[config.mk]
export PLATFORM = sky130hd
export DESIGN_NAME = i2s_tx_serializer
export DESIGN_NICKNAME = d
export VERILOG_FILES = /design/src/rtl/i2s_tx_serializer.sv
export SDC_FILE = /design/constraint.sdc
export NUM_CORES = 1
export LEC_CHECK = 0
export CAP_MARGIN = 20
export CORE_ASPECT_RATIO = 2
export CORE_MARGIN = 8
export CORE_UTILIZATION = 40
export CTS_BUF_LIST = sky130_fd_sc_hd__clkbuf_16
export DETAILED_ROUTE_END_ITERATION = 7
export SETUP_SLACK_MARGIN = 0.2
export SYNTH_ARGS = -nofsm -noshare
export SYNTH_HDL_FRONTEND = slang
export SYNTH_SLANG_ARGS = --single-unit
[constraint.sdc]
create_clock -name sclk -period 1.45 [get_ports sclk]
set_input_delay 0.145 -clock sclk [delete_from_list [all_inputs] [get_ports sclk]]
set_output_delay 0.145 -clock sclk [all_outputs]
set_load 0.1 [all_outputs]
[src/rtl/i2s_tx_serializer.sv]
// i2s_tx_serializer
// Transmit end of the codec audio path. Accepts one 16-bit sample per frame from the
// TX FIFO side through a request/valid handshake. Serializes it MSB-first in standard
// I2S format onto the DAC data line. BCLK and LRCK come from the codec and are
// oversampled by sclk.
module i2s_tx_serializer #(
    parameter int DATA_W        = 16,
    parameter int SLOT_W        = 32,
    parameter int MONO_DUP      = 1,
    parameter int UNDERRUN_ZERO = 0
) (
    input  logic              sclk,
    input  logic              rst_n,
    input  logic              i2s_bclk,
    input  logic              i2s_lrck,
    output logic              frame_req,
    input  logic              tx_valid,
    input  logic [DATA_W-1:0] tx_data,
    output logic              tx_ready,
    output logic              i2s_dout,
    output logic              underrun,
    output logic              overflow
);

    logic              bclk_s1;
    logic              bclk_s2;
    logic              bclk_d;
    logic              lrck_s1;
    logic              lrck_s2;
    logic              lrck_prev;
    logic              armed;

    logic              bclk_fall;
    logic              start_evt;
    logic              left_start;
    logic              consume;

    logic              hold_full;
    logic [DATA_W-1:0] hold_data;
    logic [DATA_W-1:0] last_sample;
    logic [DATA_W-1:0] word;
    logic [SLOT_W-1:0] load_word;
    logic [SLOT_W-1:0] sr;

    // Bring the codec clocks into the sclk domain and keep one extra bclk sample for edge detection
    always_ff @(posedge sclk) begin
        if (!rst_n) begin
            bclk_s1 <= 1'b0;
            bclk_s2 <= 1'b0;
            bclk_d  <= 1'b0;
            lrck_s1 <= 1'b0;
            lrck_s2 <= 1'b0;
        end else begin
            bclk_s1 <= i2s_bclk;
            bclk_s2 <= bclk_s1;
            bclk_d  <= bclk_s2;
            lrck_s1 <= i2s_lrck;
            lrck_s2 <= lrck_s1;
        end
    end

    assign bclk_fall  = ~bclk_s2 & bclk_d;
    assign start_evt  = bclk_fall & armed & (lrck_s2 != lrck_prev);
    assign left_start = start_evt & ~lrck_s2;
    assign consume    = left_start & hold_full;
    assign tx_ready   = ~hold_full;

    // Pick the word loaded at a channel start and left-justify it in the slot
    always_comb begin
        word      = '0;
        load_word = '0;
        if (left_start) begin
            if (hold_full) begin
                word = hold_data;
            end else if (UNDERRUN_ZERO == 0) begin
                word = last_sample;
            end
        end else if (MONO_DUP != 0) begin
            word = last_sample;
        end
        load_word[SLOT_W-1 -: DATA_W] = word;
    end

    // Track the word-select level seen at each BCLK fall; the first fall after reset only arms
    always_ff @(posedge sclk) begin
        if (!rst_n) begin
            armed     <= 1'b0;
            lrck_prev <= 1'b0;
        end else if (bclk_fall) begin
            armed     <= 1'b1;
            lrck_prev <= lrck_s2;
        end
    end

    // Shift register and output bit; a start reloads so the MSB lands one BCLK after the LRCK change
    always_ff @(posedge sclk) begin
        if (!rst_n) begin
            sr       <= '0;
            i2s_dout <= 1'b0;
        end else if (bclk_fall) begin
            i2s_dout <= sr[SLOT_W-1];
            if (start_evt) begin
                sr <= load_word;
            end else begin
                sr <= {sr[SLOT_W-2:0], 1'b0};
            end
        end
    end

    // One-entry holding register; a left start frees the slot in the same cycle a new sample may land
    always_ff @(posedge sclk) begin
        if (!rst_n) begin
            hold_full <= 1'b0;
            hold_data <= '0;
        end else if (tx_valid && (!hold_full || consume)) begin
            hold_full <= 1'b1;
            hold_data <= tx_data;
        end else if (consume) begin
            hold_full <= 1'b0;
        end
    end

    // Remember the most recently transmitted fresh sample for underrun resend and mono duplication
    always_ff @(posedge sclk) begin
        if (!rst_n) begin
            last_sample <= '0;
        end else if (consume) begin
            last_sample <= hold_data;
        end
    end

    // Registered single-cycle status pulses
    always_ff @(posedge sclk) begin
        if (!rst_n) begin
            frame_req <= 1'b0;
            underrun  <= 1'b0;
            overflow  <= 1'b0;
        end else begin
            frame_req <= left_start;
            underrun  <= left_start & ~hold_full;
            overflow  <= tx_valid & hold_full & ~consume;
        end
    end

endmodule

### Yosys cells after proc, flatten, opt, wreduce, memory -nomap -nowiden

Cells that the tools add are included.
W data, S select, Z words.

| storage, ports and cells | value |
|---|---|
| register bits after elaboration | 76 |
| input port bits | 21 |
| output and inout port bits | 5 |
| logic and storage cells | 37 |

| operators by class | value |
|---|---|
| equality and inequality tests | 1 |
| multiplexer cells | 5 |
| bitwise logic cells | 12 |
| reductions and logical operators | 4 |

Operators with widths:

| kind | count |
|---|---|
| $mux W16 | 2 |
| $mux W32 | 1 |
| $and A1 B1 Y1 | 8 |
| $not A1 Y1 | 4 |
| $mux W1 | 2 |
| $reduce_bool A2 Y1 | 1 |
| $logic_and A1 B1 Y1 | 1 |
| $logic_not A1 Y1 | 1 |
| $logic_or A1 B1 Y1 | 1 |
| $ne A1 B1 Y1 | 1 |

### Logic depth before layout (Yosys ltp)

Gate-level depths: netlist of run 1.

| logic depth | value |
|---|---|
| word-level depth | 9 |
| depth in mapped cells | 6 |
| mapped depth without buffers | 4 |

### Worst setup path after synthesis of run 1

Ideal clock, no wire load.

| timing | value |
|---|---|
| path type | reg2reg |
| start point | reg hold_full |
| end point | reg sr[17] |
| setup time | 143 ps |
| arrival | 1,533 ps |
| required time | 1,307 ps |
| path slack | -226 ps |
| cell stages (with the launch flop) | 6 |
| path buffers | 1 |
| period minus slack after synthesis | 1,676 ps |
| path through | dfxtp_1 > inv_2 > nor3_4 > buf_6 > mux2i_1 > a221oi_2 |

| between the ends | value |
|---|---|
| longest elaborated chain between the ends | 3 |

Ends and longest elaborated chain:

| element | line | source |
|---|---|---|
| start, declared | 38 | `logic hold_full;` |
| start signal, assigned | 113 | `hold_full <= 1'b0;` |
| start signal, assigned | 116 | `hold_full <= 1'b1;` |
| start signal, assigned | 119 | `hold_full <= 1'b0;` |
| $mux W16 | 73 | `if (hold_full) begin` |
| $mux W16 | 72 | `if (left_start) begin` |
| $mux W32 | 102 | `if (start_evt) begin` |
| end signal, assigned | 103 | `sr <= load_word;` |
| end signal, assigned | 105 | `sr <= {sr[SLOT_W-2:0], 1'b0};` |
| end, declared | 43 | `logic [SLOT_W-1:0] sr;` |

No other way between the ends.
A chain may end at the register's enable or synchronous reset.

### Worst setup path in the final report of run 1

| timing | value |
|---|---|
| start point | reg bclk_s2 |
| end point | reg sr[26] |

| between the ends | value |
|---|---|
| longest elaborated chain between the ends | 7 |

Ends and longest elaborated chain:

| element | line | source |
|---|---|---|
| start, declared | 26 | `logic bclk_s2;` |
| start signal, assigned | 55 | `bclk_s2 <= bclk_s1;` |
| $not A1 Y1 (*) | 62 | `assign bclk_fall = ~bclk_s2 & bclk_d;` |
| $and A1 B1 Y1 (*) | 62 |  |
| $and A1 B1 Y1 (2 in a row) | 63 | `assign start_evt = bclk_fall & armed & (lrck_s2 != lrck_prev);` |
| $and A1 B1 Y1 | 64 | `assign left_start = start_evt & ~lrck_s2;` |
| $mux W16 | 72 |  |
| $mux W32 | 102 |  |

Every way passes the cells marked *; elsewhere a longest branch is shown, timed or not.

==> impl_metrics.ini, run 1 <==
[routing]
wirelength_um = 4753
dr.pass1.iters = 4
wl_per_cell_um = 14.32
first_iter_violations = 45
num_vias = 1659
ant_nets = 0
drc = 0
viasPerCell = 4.997

[clock_tree]
insertion_delay_ps = 320
htree_levels = 3
cts_tree = yes
numCtsBuffers = 9
clock-root-buffer = clkbuf_16
clk_pin_slew_ps = 50
clock_sinks = 60
ctsHoldBuffers = 0
clock_path_buffers = 2

[placed_design]
portBuffers = 25
placed_cells = 314
gp_congestion = 0.7389
post-dp-hpwl_um = 2912

[floorplanning]
fp.dieH_um = 123.8
die_area_mm2 = 0.008647
ios = 26
core-area_mm2 = 0.005660
initial_core_util = 0.4103
rows = 39
die_w_um = 69.88

[critical_path]
slowest_stage = dfxtp_2
r2r-start = bclk_s2
r2r_cells = 5
r2r-end = sr[26]
arrival_ps = 1700
cp_num_buf_inv = 1
critical_path_class = reg2reg
start_kind = flop
crit_required_ps = 1620
max_stage_delay_ps = 310
crit_fanout = 16
cp_top_family = simple AND/OR/NAND/NOR gates
crit_path_end_kind = flop
cp_cell_sequence = nand3b_1, nor3_4, buf_12, mux2i_2, a221oi_1
rrSetupSlack_ps = -80

[pwr]
vdd_drop_max_mv = 1.330
power_leakage_uw = 0.001196
power.density_mw_per_mm2 = 1313
power_uw = 4180

[yosys]
ys_seq_area_frac = 0.5172
yosysTopAreaCell = dfxtp_1
syn_area_per_cell_um2 = 10.01
ys.warnings.count = 0
ys_types = 27
synth_top_area_share = 0.5172
syn_inst = 232
ys_ff_latch = 60
netlist_area_mm2 = 0.002322
synthTopCellsByArea = dfxtp_1, mux2i_1, nand2_1
synth_nets = 253

[sta]
rsz0062_at_grt = yes
period_minus_slack_ps = 1526
tightestPinTransition_ps = 576.4
fmax_ghz = 0.6553
hold_viol = 0
finalWorstSetupSlack_ps = -75.93
clock-skew-final_ps = 6.568
post-route-period-util = 1.052
drv_slew = 0
setup_viol = 22
relSlewSlack = 0.6149

[min_path]
holdPathStages = 3
hold_start = rst_n
hold_path_end = hold_data[0]
min_path_type = in2reg

[final_layout]
stdcell_count = 332
synthToLayoutAreaGrowth_pct = 37.12
nFillCells = 519
drive_gt1_frac = 0.2251
multi_input_area_mm2 = 0.001065
utilization = 0.5626
ff_latch_area_mm2 = 0.001207
n_antenna_cell = 0
num-nets-final = 287

[grt]
grt_overflow = 0
antenna_found_initial = 0
grt_pass1_vias = 1669
grt_max_degree = 53
grt_pass1_wl_um = 7755
track_usage = 0.1116

[job]
max_cap_violations = 0

[run_status]
violations = negative setup slack
outcome = finished with violations
[through the flow]
step | hold WS [ps] | instance area [um^2] | TNS [ps] | setup slack [ps]
6_report | 132.8 | 3184 | -953.1 | -75.93
5_1_grt | 171.0 | 3184 | -3736 | -164.1
4_1_cts | 134.6 | 3090 | -953.3 | -62.27
3_5_place_dp | 431.4 | 2756 | -2790 | -214.2
3_3_place_gp | 426.9 | 2756 | -2070 | -173.4
2_1_floorplan | 258.8 | 2347 | -2090 | -127.0
[worst reg2reg max path: stages, from the launching register on]
cell and delay (ps):
dfxtp_2 310, nand3b_1 220, nor3_4 240, buf_12 220, mux2i_2 280, a221oi_1 110
[power breakdown]
group	internal [uW]	total, uW	switching (uW)
sequential	1700	1740	34.1
combinational	148	277	129
clock	1480	2170	690
total	3330	4180	853
[synth_stat cells, drive strengths merged]
master	instances
a21boi	3
a21oi	1
a221oi	15
a32o	1
and2	6
and3	1
buf	5
clkbuf	11
dfxtp	60
inv	17
mux2i	32
nand2	38
nand2b	2
nand3	1
nand3b	1
nor2	2
nor2b	16
nor3	2
o21a	1
o21ai	16
xor2	1
[area by class of cell]
type	count	area share
Clock inverter	7	0.02593
Tap cell	61	0.02397
Clock buffer	9	0.07073
Inverter	17	0.02161
Sequential cell	60	0.3792
Multi-Input combinational cell	139	0.3344
Timing Repair Buffer	39	0.1442
[cells by family after synthesis]
kind of cell / synth area share
buf+inv: 0.05980
flops: 0.5172
simple gates: 0.1466
xor+xnor: 0.003772
compound gates: 0.1347
mux: 0.1379
[how the worst max path moves through the flow]
stage	start	to	cells past startpoint
detailed placement	lrck_s2	sr[27]	3
floorplan	bclk_s2	sr[17]	5
finish	bclk_s2	sr[26]	5
global route	bclk_s2	sr[26]	5
global placement	lrck_s2	sr[30]	3
CTS	bclk_s2	sr[31]	5
[layout by cell type (no fill, tap or decap), drive strengths merged, types with 2 or more instances in the layout]
cell	count
nand2	38
mux2i	32
nor3	2
a21boi	3
inv	18
dfxtp	60
nand2b	2
o21ai	16
bufinv	2
and2	6
nor2	2
buf	19
clkbuf	10
a221oi	15
clkinv	3
nor2b	16
clkdlybuf4s50	19
[routing by layer]
layer  wire [um]  up-vias  global-route usage
li1            -      847                   -
met1        2045      784              0.1165
met2        2456       20              0.1936
met3         144        8             0.03668
met4         106        0             0.06068
met5           0        -                   0
[sequential cells by signal (all words and copies together) (netlist names)]
name         cells
sr              16
lrck_s2          1
underrun         1
lrck_prev        1
last_sample     16
bclk_s1          1
hold_full        1
bclk_s2          1
armed            1
overflow         1
hold_data       16
i2s_dout         1
lrck_s1          1
frame_req        1
bclk_d           1
[repair_timing]
action,in CTS,in global routing
resized for setup,6,17
buffers inserted,0,1
pin swaps,0,2
endpoints found under the hold margin,0,0
setup endpoints to repair,48,49
gates cloned,0,1
(Power assumes the default switching activity.)
==> inputs of run 2 (changes only) <==
--- a/config.mk
+++ b/config.mk
@@ -7,7 +7,7 @@
 export LEC_CHECK = 0
 export CAP_MARGIN = 20
 export CORE_ASPECT_RATIO = 2
-export CORE_MARGIN = 8
+export CORE_MARGIN = 10
 export CORE_UTILIZATION = 40
 export CTS_BUF_LIST = sky130_fd_sc_hd__clkbuf_16
 export DETAILED_ROUTE_END_ITERATION = 7
==> run 2 against run 1 <==
  * The run still ends with negative setup slack left
  * Via count grew 0.30%
  * Utilization fell by 1.1 points
  * Power fell by 9.4%
  * Non-clock buffer count increased by 1
  * Die area increased by 9.1%
  * Cell count stayed put
  * Critical path type unchanged
  * Critical endpoint is now sr[21]
==> impl_metrics.ini, run 2 (same netlist as run 1, synthesis figures left out) <==
[run_status]
outcome = finished with violations
violations = negative setup slack

[critical_path]
critical_path_class = reg2reg
crit_path_start = bclk_s2
r2r_cells = 5
r2r-start = bclk_s2
r2r-end = sr[21]
arrival_ps = 1690
crit_required_ps = 1640
rrSetupSlack_ps = -50
start_kind = flop
crit_path_end_kind = flop
crit_fanout = 16

[clock_tree]
numCtsBuffers = 9
cts_tree = yes
clock-root-buffer = clkbuf_16
ctsHoldBuffers = 0
insertion_delay_ps = 320
htree_levels = 3
clock_path_buffers = 2
clock_sinks = 60
clk_pin_slew_ps = 50

[routing]
dr.pass1.iters = 4
ant_nets = 0
first_iter_violations = 40
num_vias = 1664
wirelength_um = 4737
drc = 0
viasPerCell = 5.012
wl_per_cell_um = 14.27

[final_layout]
num-nets-final = 288
drive_gt1_frac = 0.2214
top_regs = hold_data (16), last_sample (16), sr (16)
n_antenna_cell = 0
synthToLayoutAreaGrowth_pct = 34.54
stdcell_count = 332
utilization = 0.5519
nFillCells = 498
final_cell_mix = dfxtp_1, nand2_1, mux2i_1
final_common_cell = dfxtp_1

[placed_design]
dpl_worst_slack_ps = -202.1
portBuffers = 25
post-dp-hpwl_um = 2890
placed_cells = 313
gp_congestion = 0.7197

[pwr]
power_leakage_uw = 0.001178
vdd_drop_max_mv = 0.9652
power_uw = 3788
power.density_mw_per_mm2 = 1213

[min_path]
hold_path_end = armed
hold_start = rst_n
holdPathStages = 3
min_path_type = in2reg

[grt]
grt_overflow = 0
track_usage = 0.1086
grt_max_degree = 76
grt_pass1_vias = 1670
grt_pass1_wl_um = 7879
antenna_found_initial = 0

[floorplanning]
rows = 39
ios = 26
core-area_mm2 = 0.005660
die_area_mm2 = 0.009438
fp.dieH_um = 127.8
die_w_um = 73.88
initial_core_util = 0.4103

[sta]
clock-skew-final_ps = 4.570
relSlewSlack = 0.5909
drv_slew = 0
hold_viol = 0
finalWorstSetupSlack_ps = -52.24
rsz0062_at_grt = yes
post-route-period-util = 1.036
period_minus_slack_ps = 1502
fmax_ghz = 0.6657
setup_viol = 20
tightestPinTransition_ps = 612.4

[job]
max_cap_violations = 0
-- run 2: metrics by stage --
stage	instance area [um^2]	hold slack [ps]	TNS, ps
finish	3124	306.0	-475.5
CTS	3074	298.8	-815.6
detailed placement	2749	432.0	-2700
floorplan	2347	258.8	-2090
global route	3124	320.0	-2865
global placement	2749	433.3	-2407
-- run 2: critical path: stages (launching register included) --
cell and delay [ps]:
dfxtp_2 310, nand3b_1 200, nor3_4 240, buf_12 220, mux2i_2 290, a221oi_2 90
-- run 2: report_power, final --
group | total [uW] | internal, uW | switching [uW]
clock | 1770 | 1110 | 664
combinational | 280 | 151 | 129
sequential | 1740 | 1700 | 33.5
total | 3790 | 2960 | 827
-- run 2: area by class of cell --
type / count / area (um^2) / share of cell area
Sequential cell: 60 / 1206 / 0.3861
Multi-Input combinational cell: 139 / 1055 / 0.3376
Timing Repair Buffer: 40 / 469.2 / 0.1502
Clock buffer: 9 / 225.2 / 0.07209
Tap cell: 61 / 76.32 / 0.02443
Inverter: 17 / 68.82 / 0.02203
Clock inverter: 6 / 23.77 / 0.007609
-- run 2: metal layers --
metal / GRT usage / share of wire / wire length, um
met1: 0.1163 / 0.43 / 2029
met2: 0.1709 / 0.50 / 2351
met3: 0.04031 / 0.042 / 197
met4: 0.07166 / 0.034 / 159
met5: 0 / 0 / 0
-- run 2: worst max path at each step --
| stage | to | slack, ps |
|---|---|---|
| 4_1_cts | sr[24] | -60 |
| 2_1_floorplan | sr[17] | -130 |
| 3_3_place_gp | sr[30] | -190 |
| 5_1_grt | sr[21] | -100 |
| 3_5_place_dp | sr[31] | -200 |
| 6_report | sr[21] | -50 |
-- run 2: what timing repair did --
action / 4_1_cts / 5_1_grt
cloned: 1 / 0
pin swaps: 0 / 1
endpoints found under the hold margin: 0 / 0
gates resized for setup: 9 / 14
endpoints found under the setup margin: 48 / 50
buffers inserted: 3 / 0
==> inputs of run 3 (changes only) <==
--- a/config.mk
+++ b/config.mk
@@ -11,6 +11,7 @@
 export CORE_UTILIZATION = 40
 export CTS_BUF_LIST = sky130_fd_sc_hd__clkbuf_16
 export DETAILED_ROUTE_END_ITERATION = 7
+export HOLD_SLACK_MARGIN = 0.12
 export SETUP_SLACK_MARGIN = 0.2
 export SYNTH_ARGS = -nofsm -noshare
 export SYNTH_HDL_FRONTEND = slang
==> results of run 3 <==
Final layout, timing and power as in run 2 (identical DEF).
